===== src/rtl/grid_scan_pkg.sv =====
// grid_scan_pkg: shared geometry and FSM state type for the LED matrix scanner.
//   ROWS/COLS  matrix dimensions; GRID_W = ROWS*COLS grid bits.
//   scan_state_t  IDLE / LOAD / BLANK / DRIVE.
package grid_scan_pkg;
  localparam int ROWS   = 8;
  localparam int COLS   = 8;
  localparam int GRID_W = ROWS * COLS;

  typedef enum logic [1:0] {IDLE, LOAD, BLANK, DRIVE} scan_state_t;
endpackage


===== src/rtl/scan_timer.sv =====
// scan_timer: loadable down-counter shared by the BLANK and DRIVE phases.
//   clk_i       clock
//   rst_i       synchronous active-high reset (counter to 0)
//   load_i      load load_val_i this cycle (wins over counting)
//   load_val_i  value loaded; a phase of N cycles loads N-1
//   cnt_o       current count
//   done_o      high while the count is 0 (last cycle of the phase)
module scan_timer #(
  parameter int CW = 4
) (
  input  logic          clk_i,
  input  logic          rst_i,
  input  logic          load_i,
  input  logic [CW-1:0] load_val_i,
  output logic [CW-1:0] cnt_o,
  output logic          done_o
);
  logic [CW-1:0] cnt_q;

  always_ff @(posedge clk_i) begin
    if (rst_i)              cnt_q <= '0;
    else if (load_i)        cnt_q <= load_val_i;
    else if (cnt_q != '0)   cnt_q <= cnt_q - 1'b1;
  end

  assign cnt_o  = cnt_q;
  assign done_o = (cnt_q == '0);
endmodule


===== src/rtl/grid_matrix_scan.sv =====
// grid_matrix_scan: row-multiplexed 8x8 LED driver for the Game-of-Life grid.
// New generations land in a pending buffer and are copied to the displayed
// shadow only in the LOAD cycle at a frame boundary, so a frame never tears.
// Optional feature macro: GRID_SCAN_PWM_EN (adds brightness port, gates col_data).
//   clka        clock
//   stop        synchronous active-high reset
//   enable      scanning allowed
//   grid        current generation, bit 8*r+c = row r, column c
//   grid_valid  one-cycle strobe: grid holds a new generation
//   brightness  duty select (GRID_SCAN_PWM_EN only)
//   row_sel     one-hot row drive, 0 = all rows off
//   col_data    column drive for the active row
//   scan_row    row currently being scanned
//   frame_done  one-cycle pulse after row 7 finishes its dwell
module grid_matrix_scan
  import grid_scan_pkg::*;
#(
  parameter int DWELL_CYCLES = 1000,
  parameter int BLANK_CYCLES = 4
) (
  input  logic              clka,
  input  logic              stop,
  input  logic              enable,
  input  logic [GRID_W-1:0] grid,
  input  logic              grid_valid,
`ifdef GRID_SCAN_PWM_EN
  input  logic [3:0]        brightness,
`endif
  output logic [ROWS-1:0]   row_sel,
  output logic [COLS-1:0]   col_data,
  output logic [2:0]        scan_row,
  output logic              frame_done
);
  localparam int MAXC = (DWELL_CYCLES > BLANK_CYCLES) ? DWELL_CYCLES : BLANK_CYCLES;
  localparam int CW   = $clog2(MAXC + 1);
  localparam logic [CW-1:0] DW_LD = CW'(DWELL_CYCLES - 1);
  localparam logic [CW-1:0] BL_LD = CW'((BLANK_CYCLES > 0) ? BLANK_CYCLES - 1 : 0);
  localparam bit            NO_BLANK = (BLANK_CYCLES == 0);
  localparam logic [2:0]    LAST_ROW = 3'(ROWS - 1);

  scan_state_t       state_q;
  logic [2:0]        row_q, row_nxt;
  logic [GRID_W-1:0] shadow_q, pend_q, shadow_nxt;
  logic              pending_q;
  logic [ROWS-1:0]   row_sel_q;
  logic [COLS-1:0]   col_q;
  logic              frame_done_q;

  logic [CW-1:0]     tmr_cnt, tmr_val;
  logic              tmr_done, tmr_load;

  // Timer reloads on every entry into BLANK or DRIVE.
  always_comb begin
    row_nxt    = row_q + 3'd1;
    shadow_nxt = pending_q ? pend_q : shadow_q;
    tmr_load   = 1'b0;
    tmr_val    = DW_LD;
    if (enable) begin
      case (state_q)
        LOAD: begin
          tmr_load = 1'b1;
          tmr_val  = NO_BLANK ? DW_LD : BL_LD;
        end
        BLANK: if (tmr_done) begin
          tmr_load = 1'b1;
          tmr_val  = DW_LD;
        end
        DRIVE: if (tmr_done && row_q != LAST_ROW) begin
          tmr_load = 1'b1;
          tmr_val  = NO_BLANK ? DW_LD : BL_LD;
        end
        default: ;
      endcase
    end
  end

  scan_timer #(.CW(CW)) u_timer (
    .clk_i      (clka),
    .rst_i      (stop),
    .load_i     (tmr_load),
    .load_val_i (tmr_val),
    .cnt_o      (tmr_cnt),
    .done_o     (tmr_done)
  );

  always_ff @(posedge clka) begin
    if (stop) begin
      state_q      <= IDLE;
      row_q        <= '0;
      shadow_q     <= '0;
      pend_q       <= '0;
      pending_q    <= 1'b0;
      row_sel_q    <= '0;
      col_q        <= '0;
      frame_done_q <= 1'b0;
    end else begin
      frame_done_q <= 1'b0;
      if (!enable) begin
        // Shadow and pending survive; the scan restarts at LOAD/row 0.
        state_q   <= IDLE;
        row_q     <= '0;
        row_sel_q <= '0;
        col_q     <= '0;
      end else begin
        case (state_q)
          IDLE: state_q <= LOAD;
          LOAD: begin
            if (pending_q) begin
              shadow_q  <= pend_q;
              pending_q <= 1'b0;
            end
            row_q <= '0;
            if (NO_BLANK) begin
              state_q   <= DRIVE;
              row_sel_q <= ROWS'(1);
              col_q     <= shadow_nxt[COLS-1:0];
            end else begin
              state_q <= BLANK;
            end
          end
          BLANK: if (tmr_done) begin
            state_q   <= DRIVE;
            row_sel_q <= ROWS'(1) << row_q;
            col_q     <= shadow_q[COLS*row_q +: COLS];
          end
          DRIVE: if (tmr_done) begin
            if (row_q == LAST_ROW) begin
              frame_done_q <= 1'b1;
              state_q      <= LOAD;
              row_sel_q    <= '0;
              col_q        <= '0;
            end else begin
              row_q <= row_nxt;
              if (NO_BLANK) begin
                row_sel_q <= ROWS'(1) << row_nxt;
                col_q     <= shadow_q[COLS*row_nxt +: COLS];
              end else begin
                state_q   <= BLANK;
                row_sel_q <= '0;
                col_q     <= '0;
              end
            end
          end
          default: state_q <= IDLE;
        endcase
      end
      // Placed last so a strobe coinciding with LOAD keeps pending set.
      if (grid_valid) begin
        pend_q    <= grid;
        pending_q <= 1'b1;
      end
    end
  end

  assign row_sel    = row_sel_q;
  assign scan_row   = row_q;
  assign frame_done = frame_done_q;

`ifdef GRID_SCAN_PWM_EN
  // Low nibble of the dwell countdown sets the duty slot (zero-extended when narrow).
  logic [3:0] cnt_lo;
  assign cnt_lo   = 4'(tmr_cnt);
  assign col_data = (cnt_lo < brightness) ? col_q : '0;
`else
  logic unused_cnt;
  assign unused_cnt = ^tmr_cnt;
  assign col_data   = col_q;
`endif
endmodule


===== config.mk =====
export PLATFORM = sky130hd
export DESIGN_NAME = grid_matrix_scan
export DESIGN_NICKNAME = d
export VERILOG_FILES = /design/src/rtl/grid_scan_pkg.sv /design/src/rtl/scan_timer.sv /design/src/rtl/grid_matrix_scan.sv
export SDC_FILE = /design/constraint.sdc
export NUM_CORES = 1
export LEC_CHECK = 0
export ABC_AREA = 1
export CAP_MARGIN = 30
export CELL_PAD_IN_SITES_DETAIL_PLACEMENT = 0
export CELL_PAD_IN_SITES_GLOBAL_PLACEMENT = 1
export CORE_ASPECT_RATIO = 1.2
export CORE_UTILIZATION = 36
export CTS_CLUSTER_DIAMETER = 200
export DETAILED_ROUTE_END_ITERATION = 8
export GPL_TIMING_DRIVEN = 1
export PLACE_DENSITY_LB_ADDON = 0.1
export SLEW_MARGIN = 30
export SYNTH_ARGS = -nofsm -noshare
export SYNTH_HDL_FRONTEND = slang
export SYNTH_SLANG_ARGS = --single-unit

===== constraint.sdc =====
create_clock -name clka -period 1.6 [get_ports clka]
set_input_delay 0.48 -clock clka [delete_from_list [all_inputs] [get_ports clka]]
set_output_delay 0.48 -clock clka [all_outputs]
set_load 0.02 [all_outputs]

==> summary.txt <==
Run status
  • Outcome: finished, final reports clean

Worst setup path
  • Worst Setup End Kind: output port
  • Slowest CP cell: dfxtp_1
  • CP top delay family: flip-flops
  • WP buf/inv: 1
  • Worst R2R End: u_timer.cnt_o[6]
  • Req. time, crit path: 1120 ps
  • CP arrival: between 1000 and 1500 ps
  • Crit-path cells: dlygate4sd2_1
  • R2R Setup Slk: about 90 ps
  • CP peak stage delay: 330 ps
  • Crit-path max FO: 2
  • Critical Path Stages: 1
  • Crit Path Class: register to output port
  • Path depth of the worst reg2reg path: 9
  • Crit start category: register
  • Crit Reg-Reg Startpoint: scan_row[0]

STA
  • Final worst path period share: 0.969
  • Actual slew at the worst max-slew pin: ~330 ps
  • Fin Hold WS: 453 ps
  • Slew Limit Fails: 0
  • RSZ-0062 raised after global routing: true
  • Slew margin rel.: 0.776
  • Clock Skews: 7.94 ps
  • Final hold vios: 0
  • F_max: 0.645 GHz
  • Minimum clock period: ~1500 ps
  • Final Setup Violations: 0

Cells and area
  • Area Overhead vs Synth: 30.1%
  • N_diodes: 0
  • Final nets: 1084
  • Non-filler cells, final: 1243
  • Filler Cells Inserted: 1922
  • Fraction of layout cells with a size suffix above 1: 0.132
  • Cell area after layout: 8620 um2
  • Fin util: 0.476

Clock network
  • Max Root-Sink Buffers: 2
  • Clock Latency Late Sink: ~420 ps
  • H-tree levels: 4
  • Inserted Clock Buffers: 17
  • Worst-path clk slew: 60 ps
  • CTS tree: yes
  • Root buf cell: clkbuf_16
  • Clock Sink Count: 161

Placed design
  • Placed Instance Area: between 7000 and 8000 um2
  • Placed insts: 1210
  • Quantity of I/O buffers inserted on ports: just under 90
  • RePlAce Congestion: slightly below 0.8
  • DP Wirelength: 11700 um

Yosys
  • Syn nets: 979
  • YS warnings: 0
  • Sequential-to-total area share from yosys stat: 0.486
  • Library cells used by synthesis: 34
  • Prevailing post-synth register cell: dfxtp_1
  • Asr flop ratio synth: 0
  • Flops & latches, synth: between 150 and 200
  • Gate Count Post-Synth: about 900
  • Synth Area per Inst: 7.34 um2
  • Netlist Area Pre-Place: 6630 um2
  • Number of flops mapped to enable cells by yosys: 0

Floorplan
  • Die Y-Extent: 151 um
  • Rows: 54
  • Total die area: ~19000 um2
  • Ports: 88
  • Width of the die: 126 um
  • Core Area: 18100 um2
  • Initial Util: 0.366

Drt
  • Vias: 5853
  • DRC Markers: 0
  • Vias/cell: between 4 and 5
  • First drt pass iteration count: 4
  • DRT iter0 DRCs: 238
  • Wire per inst: around 14 um
  • Final WL: 16800 um
  • Final antenna-violating net count: 0

Power and ir drop
  • Leakage: 3.58 nW
  • VDD IR max: 0.000715 V
  • Power Total: 11.0 mW
  • PD cells: 1280 nW/um2

Min path
  • HP Class: register to register
  • Hold path startpoint: shadow_q[1]
  • Hold Crit Endpoint: shadow_q[1]
  • Hold depth: 2

Global route
  • First-pass GRT wire length: about 29000 um
  • GRT Resource Usage Total: 0.190
  • Largest net degree at the start of global routing: 60
  • Number of global-route vias before repair: 5713
  • Initial antenna violation count: 0
  • GRT overflow: 0

Job
  • Max Cap Viol: 0
kinds of logic (layout without fill, tap and decap cells):
kind of cell,after synthesis,count (layout),share of synthesized area
flops,161,161,0.486
simple gates,425,425,0.260
fa+ha+maj,8,8,0.0151
xor+xnor,6,6,0.00793
compound gates,216,216,0.165
buf+inv,87,203,0.0655
per-layer routing:
| layer | up-vias | wire length (um) | GRT usage |
|---|---|---|---|
| met2 | 85 | 7710 | 0.309 |
| li1 | 3112 | - | - |
| met5 | - | 0 | 0 |
| met4 | 0 | 211 | 0.0518 |
| met1 | 2639 | 8410 | 0.256 |
| met3 | 17 | 460 | 0.0402 |
registers in the layout, summed over array words and instances (netlist names):
register / cells
col_data: 8
frame_done: 1
pend_q: 64
pending_q: 1
row_sel: 8
scan_row: 3
shadow_q: 64
state_q: 2
u_timer.cnt_o: 10
repair_timing:
action,in CTS,in global routing
setup buffers,0,2
pin swaps,0,10
gates cloned,1,0
gates resized for setup,34,46
hold buffers,0,0
setup endpoints to repair,21,46
cell type report:
type | instances | area [um2] | share of cell area
sequential | 161 | 3230 | 0.374
multi-input combinational | 655 | 3030 | 0.351
timing repair buffer | 145 | 1410 | 0.164
clock buffer | 22 | 464 | 0.0538
tap | 224 | 280 | 0.0325
clock inverter | 8 | 108 | 0.0125
inverter | 28 | 105 | 0.0122
report_power, final:
part / leakage (nW) / switching, mW / internal, mW / total, mW
clock network: 0.265 / 1.59 / 2.37 / 3.96
registers: 1.32 / 0.205 / 4.29 / 4.50
logic: 1.99 / 1.30 / 1.24 / 2.54
total: 3.58 / 3.09 / 7.90 / 11.0
cell usage in the layout, fill, tap and decap left out, drive strengths merged:
cell,instances
nor2,298
nand2,106
xnor2,1
clkdlybuf4s50,66
nor4,1
inv,27
nand4,5
nand3,9
clkbuf,29
dfxtp,161
buf,60
o211ai,2
clkinv,3
o21bai,1
nor3b,1
or2,1
clkinvlp,4
nor3,3
dlygate4sd2,5
o21ai,168
bufinv,2
a21oi,45
ha,8
nand3b,1
clkdlybuf4s15,6
xor2,5
bufbuf,1
cell usage after synthesis, types with 2 or more instances:
master | count | area share
a21oi_1 | 45 | 0.034
buf_1 | 4 | 0.0023
buf_2 | 11 | 0.0083
buf_6 | 12 | 0.020
clkbuf_1 | 31 | 0.018
dfxtp_1 | 161 | 0.49
ha_1 | 8 | 0.015
inv_1 | 23 | 0.013
inv_2 | 4 | 0.0023
nand2_1 | 97 | 0.055
nand2_2 | 6 | 0.0057
nand2_4 | 3 | 0.0051
nand3_1 | 7 | 0.0053
nand3_2 | 2 | 0.0030
nand4_1 | 5 | 0.0047
nor2_1 | 295 | 0.17
nor3_2 | 2 | 0.0030
o21ai_0 | 118 | 0.089
o21ai_1 | 50 | 0.038
xor2_1 | 5 | 0.0066
metrics by stage:
step / TNS, ps / setup slack, ps
2_1_floorplan: 0 / 8.67
3_3_place_gp: -11600 / -172
3_5_place_dp: -13750 / -206
4_1_cts: 0 / 3.28
5_1_grt: -65.4 / -25.4
6_report: 0 / 50.3
how the worst max path moves through the flow:
stage / from / endpoint / slack, ps
finish: row_sel[4] / row_sel[4] / 50
global route: u_timer.cnt_o[0] / u_timer.cnt_o[6] / -30
floorplan: scan_row[0] / u_timer.cnt_o[7] / 9
global placement: enable / shadow_q[6] / -170
CTS: col_data[5] / col_data[5] / 3
detailed placement: enable / shadow_q[6] / -210
Note: power is estimated with default switching activity, not from simulation.
